File: src/rtl/pc_unit.sv
// ============================================================================
// pc_unit -- fetch PC register and next-PC generator
//
// Purpose:
//   Holds the fetch PC and resolves branch/jump conditions for the
//   instruction in ID. Handles stall hold, buffering of a redirect that
//   resolves during a stall, exception vectoring and eret.
//
// Optional feature (compile-time macro PC_ALIGN_CHK_EN):
//   When the macro is defined, a redirect (branch, jump, pending redirect or
//   eret) whose target has target[1:0] != 0 is not followed. The PC goes to
//   EXC_VEC instead, any pending redirect is dropped, and adel pulses high
//   for one cycle. When the macro is undefined, targets are used as they are
//   and adel is tied to 0.
//
// Ports:
//   clk        in   1      clock, rising edge
//   reset      in   1      synchronous, active-high
//   stall      in   1      hold PC
//   br_op      in   4      ID instruction class (0 seq, 1 beq, 2 bne, 3 blez,
//                          4 bgtz, 5 bltz, 6 bgez, 7 j/jal, 8 jr/jalr, else seq)
//   pc_id      in   WIDTH  PC of the instruction in ID
//   rs_val     in   WIDTH  forwarded rs operand
//   rt_val     in   WIDTH  forwarded rt operand
//   imm26      in   26     instr_index; [15:0] is the branch offset
//   exc_req    in   1      take exception this cycle
//   eret       in   1      return from exception
//   epc        in   WIDTH  eret target
//   pc         out  WIDTH  current fetch PC (registered)
//   pc_plus8   out  WIDTH  pc_id + 8 (link value)
//   taken      out  1      ID branch/jump redirects (combinational)
//   flush_slot out  1      taken, no delay slot, not stalled
//   adel       out  1      misaligned redirect seen (feature build only)
// ============================================================================
module pc_unit #(
    parameter int unsigned      WIDTH      = 32,
    parameter logic [WIDTH-1:0] RESET_PC   = WIDTH'(32'h0000_3000),
    parameter logic [WIDTH-1:0] EXC_VEC    = WIDTH'(32'h0000_4180),
    parameter int unsigned      DELAY_SLOT = 1
) (
    input  logic             clk,
    input  logic             reset,
    input  logic             stall,
    input  logic [3:0]       br_op,
    input  logic [WIDTH-1:0] pc_id,
    input  logic [WIDTH-1:0] rs_val,
    input  logic [WIDTH-1:0] rt_val,
    input  logic [25:0]      imm26,
    input  logic             exc_req,
    input  logic             eret,
    input  logic [WIDTH-1:0] epc,
    output logic [WIDTH-1:0] pc,
    output logic [WIDTH-1:0] pc_plus8,
    output logic             taken,
    output logic             flush_slot,
    output logic             adel
);

    // ------------------------------------------------------------------
    // State
    // ------------------------------------------------------------------
    logic [WIDTH-1:0] r_pc;
    logic             r_pend_v;
    logic [WIDTH-1:0] r_pend_pc;

    // ------------------------------------------------------------------
    // Target generation
    // ------------------------------------------------------------------
    logic [WIDTH-1:0] w_pc_id_plus4;
    logic [WIDTH-1:0] w_br_off;
    logic [WIDTH-1:0] w_br_tgt;
    logic [WIDTH-1:0] w_j_tgt;

    assign w_pc_id_plus4 = pc_id + WIDTH'(4);
    assign pc_plus8      = pc_id + WIDTH'(8);
    assign w_br_off      = {{(WIDTH-18){imm26[15]}}, imm26[15:0], 2'b00};
    assign w_br_tgt      = w_pc_id_plus4 + w_br_off;

    // Jump target keeps the region bits above bit 27 of pc_id+4; at the
    // minimum width there are none.
    generate
        if (WIDTH > 28) begin : g_j_region
            assign w_j_tgt = {w_pc_id_plus4[WIDTH-1:28], imm26, 2'b00};
        end else begin : g_j_noregion
            assign w_j_tgt = {imm26, 2'b00};
        end
    endgenerate

    // ------------------------------------------------------------------
    // Condition resolution (signed compares)
    // ------------------------------------------------------------------
    logic             w_taken;
    logic [WIDTH-1:0] w_tgt;

    always_comb begin
        w_taken = 1'b0;
        w_tgt   = w_br_tgt;
        case (br_op)
            4'd1: w_taken = (rs_val == rt_val);
            4'd2: w_taken = (rs_val != rt_val);
            4'd3: w_taken = ($signed(rs_val) <= 0);
            4'd4: w_taken = ($signed(rs_val) >  0);
            4'd5: w_taken = ($signed(rs_val) <  0);
            4'd6: w_taken = ($signed(rs_val) >= 0);
            4'd7: begin
                w_taken = 1'b1;
                w_tgt   = w_j_tgt;
            end
            4'd8: begin
                w_taken = 1'b1;
                w_tgt   = rs_val;
            end
            default: w_taken = 1'b0;
        endcase
    end

    assign taken      = w_taken;
    assign flush_slot = w_taken & (DELAY_SLOT == 0) & ~stall;
    assign pc         = r_pc;

    // ------------------------------------------------------------------
    // Next-PC selection
    // ------------------------------------------------------------------
    logic [WIDTH-1:0] w_pc_next;
    logic             w_pend_v_next;
    logic [WIDTH-1:0] w_pend_pc_next;
    logic             w_redirect;
    logic [WIDTH-1:0] w_redir_tgt;
`ifdef PC_ALIGN_CHK_EN
    logic             w_adel_next;
    logic             r_adel;
`endif

    always_comb begin
        w_pc_next      = r_pc + WIDTH'(4);
        w_pend_v_next  = r_pend_v;
        w_pend_pc_next = r_pend_pc;
        w_redirect     = 1'b0;
        w_redir_tgt    = w_tgt;
`ifdef PC_ALIGN_CHK_EN
        w_adel_next    = 1'b0;
`endif
        if (exc_req) begin
            w_pc_next     = EXC_VEC;
            w_pend_v_next = 1'b0;
        end else if (eret) begin
            w_redirect    = 1'b1;
            w_redir_tgt   = epc;
            w_pend_v_next = 1'b0;
        end else if (stall) begin
            w_pc_next = r_pc;
            // Only the first redirect seen during a stall is kept; later
            // ID contents while stalled are the same or the delay slot.
            if (w_taken && !r_pend_v) begin
                w_pend_v_next  = 1'b1;
                w_pend_pc_next = w_tgt;
            end
        end else if (r_pend_v) begin
            // The instruction in ID now is the buffered branch's delay
            // slot, so its own taken result is ignored.
            w_redirect    = 1'b1;
            w_redir_tgt   = r_pend_pc;
            w_pend_v_next = 1'b0;
        end else if (w_taken) begin
            w_redirect  = 1'b1;
            w_redir_tgt = w_tgt;
        end

        if (w_redirect) begin
`ifdef PC_ALIGN_CHK_EN
            if (w_redir_tgt[1:0] != 2'b00) begin
                w_pc_next     = EXC_VEC;
                w_pend_v_next = 1'b0;
                w_adel_next   = 1'b1;
            end else begin
                w_pc_next = w_redir_tgt;
            end
`else
            w_pc_next = w_redir_tgt;
`endif
        end
    end

    always_ff @(posedge clk) begin
        if (reset) begin
            r_pc      <= RESET_PC;
            r_pend_v  <= 1'b0;
            r_pend_pc <= '0;
        end else begin
            r_pc      <= w_pc_next;
            r_pend_v  <= w_pend_v_next;
            r_pend_pc <= w_pend_pc_next;
        end
    end

`ifdef PC_ALIGN_CHK_EN
    always_ff @(posedge clk) begin
        if (reset) begin
            r_adel <= 1'b0;
        end else begin
            r_adel <= w_adel_next;
        end
    end
    assign adel = r_adel;
`else
    assign adel = 1'b0;
`endif

endmodule

File: config.mk
export PLATFORM = sky130hd
export DESIGN_NAME = pc_unit
export DESIGN_NICKNAME = d
export VERILOG_FILES = /design/src/rtl/pc_unit.sv
export SDC_FILE = /design/constraint.sdc
export NUM_CORES = 1
export LEC_CHECK = 0
export CAP_MARGIN = 20
export CORE_ASPECT_RATIO = 1.5
export CORE_UTILIZATION = 48
export DETAILED_ROUTE_END_ITERATION = 12
export PLACE_DENSITY = 0.92
export SLEW_MARGIN = 40
export SYNTH_ARGS = -nofsm -noshare
export SYNTH_HDL_FRONTEND = slang
export SYNTH_SLANG_ARGS = --single-unit
File: constraint.sdc
create_clock -name clk -period 6.68 [get_ports clk]
set_clock_uncertainty 0.15 [all_clocks]
set_input_delay 1.336 -clock clk [delete_from_list [all_inputs] [get_ports clk]]
set_output_delay 1.336 -clock clk [all_outputs]
set_load 0.01 [all_outputs]
==> reports/results.txt, run 1 <==
Outcome = completed
CTS clk-pin slew, worst paths = 0.05 ns
Synth Area in Compound Gates = 30.16%
GRT busiest layer = met2
Largest net degree at the start of global routing = 62
Delay-heaviest family, CP = simple AND/OR/NAND/NOR gates
Mean Syn Cell Area = 7.274 um2
Wirelength per Cell = 20.07 um
XOR/XNOR Fraction of Synth Area = 13.30%
Core area = 14730 um2
Simple-gate share of the synthesized area = 25.88%
# IOs = 230
Number of global-route vias before repair = 8340
Crit path capture type = output port
Number of vias per cell = 6.359
CP max FO = 5
GR Util met2 = 59.14%
VDD IR-drop max = 0.0001271 V
Adder-cell share of the synthesized area = 6.093%
Synth top cells by count = 112 x nor2_1, 91 x nand2_1, 71 x a21oi_1, 67 x o21ai_0, 66 x xor2_1
Drt first pass iters = 6
Area leader, netlist = dfxtp_1
Slowest cell on crit path = clkdlybuf4s50_1
Grt met3 use = 5.487%
Post-route insts no fill = 1398
Worst setup SP type = input pin
Max Cap Viol = 0
Die Y = 153.2 um
Max Fclk = 158.7 MHz
Post-CTS sizing = 0
Clock buffer count from CTS = 9
Final WL = 28.06 mm
Final slew viol count = 0
Cts-stage hold buffer count = 0
DP HPWL = 21.84 mm
DIE AREA = 15740 um2
First-pass GRT wire length = 43.45 mm
Relative slew slack = 50.83%
Final Hold Vio Count = 0
Cells after DPL = 1383
Final period util = 94.33%
Clk_lat worst skew = 0.33 ns
Ant diodes = 0
GRT overflow = 0
Clock tree sinks = 65
Setup total negative slack = 0 ns
H-tree depth = 3
Die width = 102.8 um
Post-synth EDFFs = 0
Port bufs = 227
Hold Slack = 0.3460 ns
Register area share after synthesis = 17.80%
Flops & latches, synth = 65
Area share of the leading cell type in the synthesized netlist = 17.80%
Period minus WS final = 6.301 ns
Gate Count Post-Synth = 1005
CP peak stage delay = 0.56 ns
Vias = 8890
Worst setup path class = input pin to output port
Lkg Pwr = 0.003654 uW
Mapped Area = 7311 um2
CTS max path bufs = 2
Worst Max-Slew Pin Slew = 0.7358 ns
Post-synthesis mux area share = 1.951%
Top_reg_cell synth = dfxtp_1
Power Density = 150.9 nW/um2
Top-count cell post-synth = nor2_1
# setup viols final = 0
Global Route met1 Usage = 41.68%
Largest family of logic cells by synthesized area = compound AO/OA/AOI/OAI gates
Largest cells by area after synthesis = dfxtp_1 18%, xor2_1 7.9%, ha_1 5.8%
FFs w/ async S/R, synth = 0%
Worst Hold Class = flip-flop to flip-flop
WP data required = 5.19 ns
Antenna viol nets, final = 0
TritonCTS clock tree = yes
Nets = 1396
# DRC = 0
RSZ-0062 raised after global routing = no
Root Driver = clkbuf_16
Crit path DAT = 4.82 ns
Row cnt = 54
Initial core utilization = 49.63%
Buf/Inv on CP = 2
Final RePlAce weighted congestion = 0.9489
Area growth syn-to-layout = 36.21%
Crit path top cell by count = nand3_1
Yosys warns = 0
Netlist cell types = 72
Layout cells sized above 1 = 5.574%
Crit path cell chain = clkdlybuf4s50_1 > ha_1 > nand3_1 > nor3_2 > and4_1 > nand3_1 > nor3_2 > nand3_1 > nor2_1 > nand3_1 > xnor2_1 > clkdlybuf4s50_1
GRT Total Usage = 35.47%
Buffers inserted by post-CTS timing repair = 0
Initial antenna violation count = 1
Initial drt markers = 712
## tightest hold or removal path, delay by kind of cell (launching register included)
| family | cells | cell delay [ns] |
|---|---|---|
| AOI/OAI and AO/OA | 1 | 0.05 |
| DFF | 1 | 0.30 |
| and+or+nand+nor | 1 | 0.09 |
## stage by stage
step                power [uW]  setup slack (ns)  util (%)  cell area (um2)
floorplan                772.5             1.486         -             7315
global placement          1029            0.4598     65.59             9661
detailed placement        1037            0.3997     65.65             9669
CTS                       1488            0.3892     67.53             9947
global route              1564            0.1694     67.61             9958
finish                    1503            0.3785     67.61             9958
## logic make-up (layout without fill, tap and decap cells)
logic type / Yosys count / after routing
compound gates: 318 / 318
simple gates: 384 / 384
buf+inv: 77 / 273
fa+ha+maj: 35 / 35
xor+xnor: 111 / 111
mux: 14 / 14
other cells: 1 / 2
flops: 65 / 65
## cell usage in the layout, fill, tap and decap left out, drive strengths merged, types with 29 or more instances in the layout
cell type / Yosys / final
a211oi: 30 / 30
xor2: 66 / 66
a21oi: 71 / 71
xnor2: 45 / 45
nand2: 91 / 91
clkdlybuf4s50: 0 / 225
nor3: 30 / 30
nand3: 34 / 34
ha: 34 / 34
o21ai: 70 / 70
nor4: 29 / 29
dfxtp: 65 / 65
nor2: 113 / 113
## sequential cells by signal, indices dropped and copies added (netlist names)
name,cells
r_pend_v,1
r_pend_pc,32
pc,32
## report_power, final
| group | total (uW) | internal (uW) | switching (uW) |
|---|---|---|---|
| Clock | 456 | 285 | 171 |
| Sequential | 427 | 407 | 20.7 |
| Combinational | 619 | 287 | 333 |
| Total | 1500 | 978 | 525 |
## per-layer routing
metal / part of all wire [%] / vias to the layer above
met3: 8.8 / 110
li1: - / 4150
met5: 0.043 / -
met2: 48 / 582
met1: 37 / 4046
met4: 6.3 / 2
## final cells by class
class                      instances  area, um2
multi-input combinational        864       5699
inverter                          16      60.06
timing repair buffer             242       2375
clock buffer                      11      232.7
fill                            1279       4771
sequential                        65       1301
clock inverter                     4      45.04
tap                              196      245.2
## final timing paths
path | endpoint | startpoint | depth (start not counted) | slack, ns
max | pc_plus8[27] | pc_id[4] | 12 | 0.38
max reg2reg | pc[30] | pc[2] | 10 | 3.82
min | r_pend_pc[29] | r_pend_pc[29] | 2 | 0.35
min reg2reg | r_pend_pc[29] | r_pend_pc[29] | 2 | 0.35
(Power assumes the default switching activity.)
==> run 2, diff against run 1 <==
--- a/config.mk
+++ b/config.mk
@@ -14,3 +14,4 @@
 export SYNTH_ARGS = -nofsm -noshare
 export SYNTH_HDL_FRONTEND = slang
 export SYNTH_SLANG_ARGS = --single-unit
+export TNS_END_PERCENT = 1
==> results of run 2 <==
The final DEF is identical to that of run 1; final timing and power are the same.
==> run 3, diff against run 2 <==
--- a/config.mk
+++ b/config.mk
@@ -10,6 +10,7 @@
 export CORE_UTILIZATION = 48
 export DETAILED_ROUTE_END_ITERATION = 12
 export PLACE_DENSITY = 0.92
+export SKIP_LAST_GASP = 1
 export SLEW_MARGIN = 40
 export SYNTH_ARGS = -nofsm -noshare
 export SYNTH_HDL_FRONTEND = slang
==> results of run 3 <==
The final DEF is identical to that of run 1; final timing and power are the same.
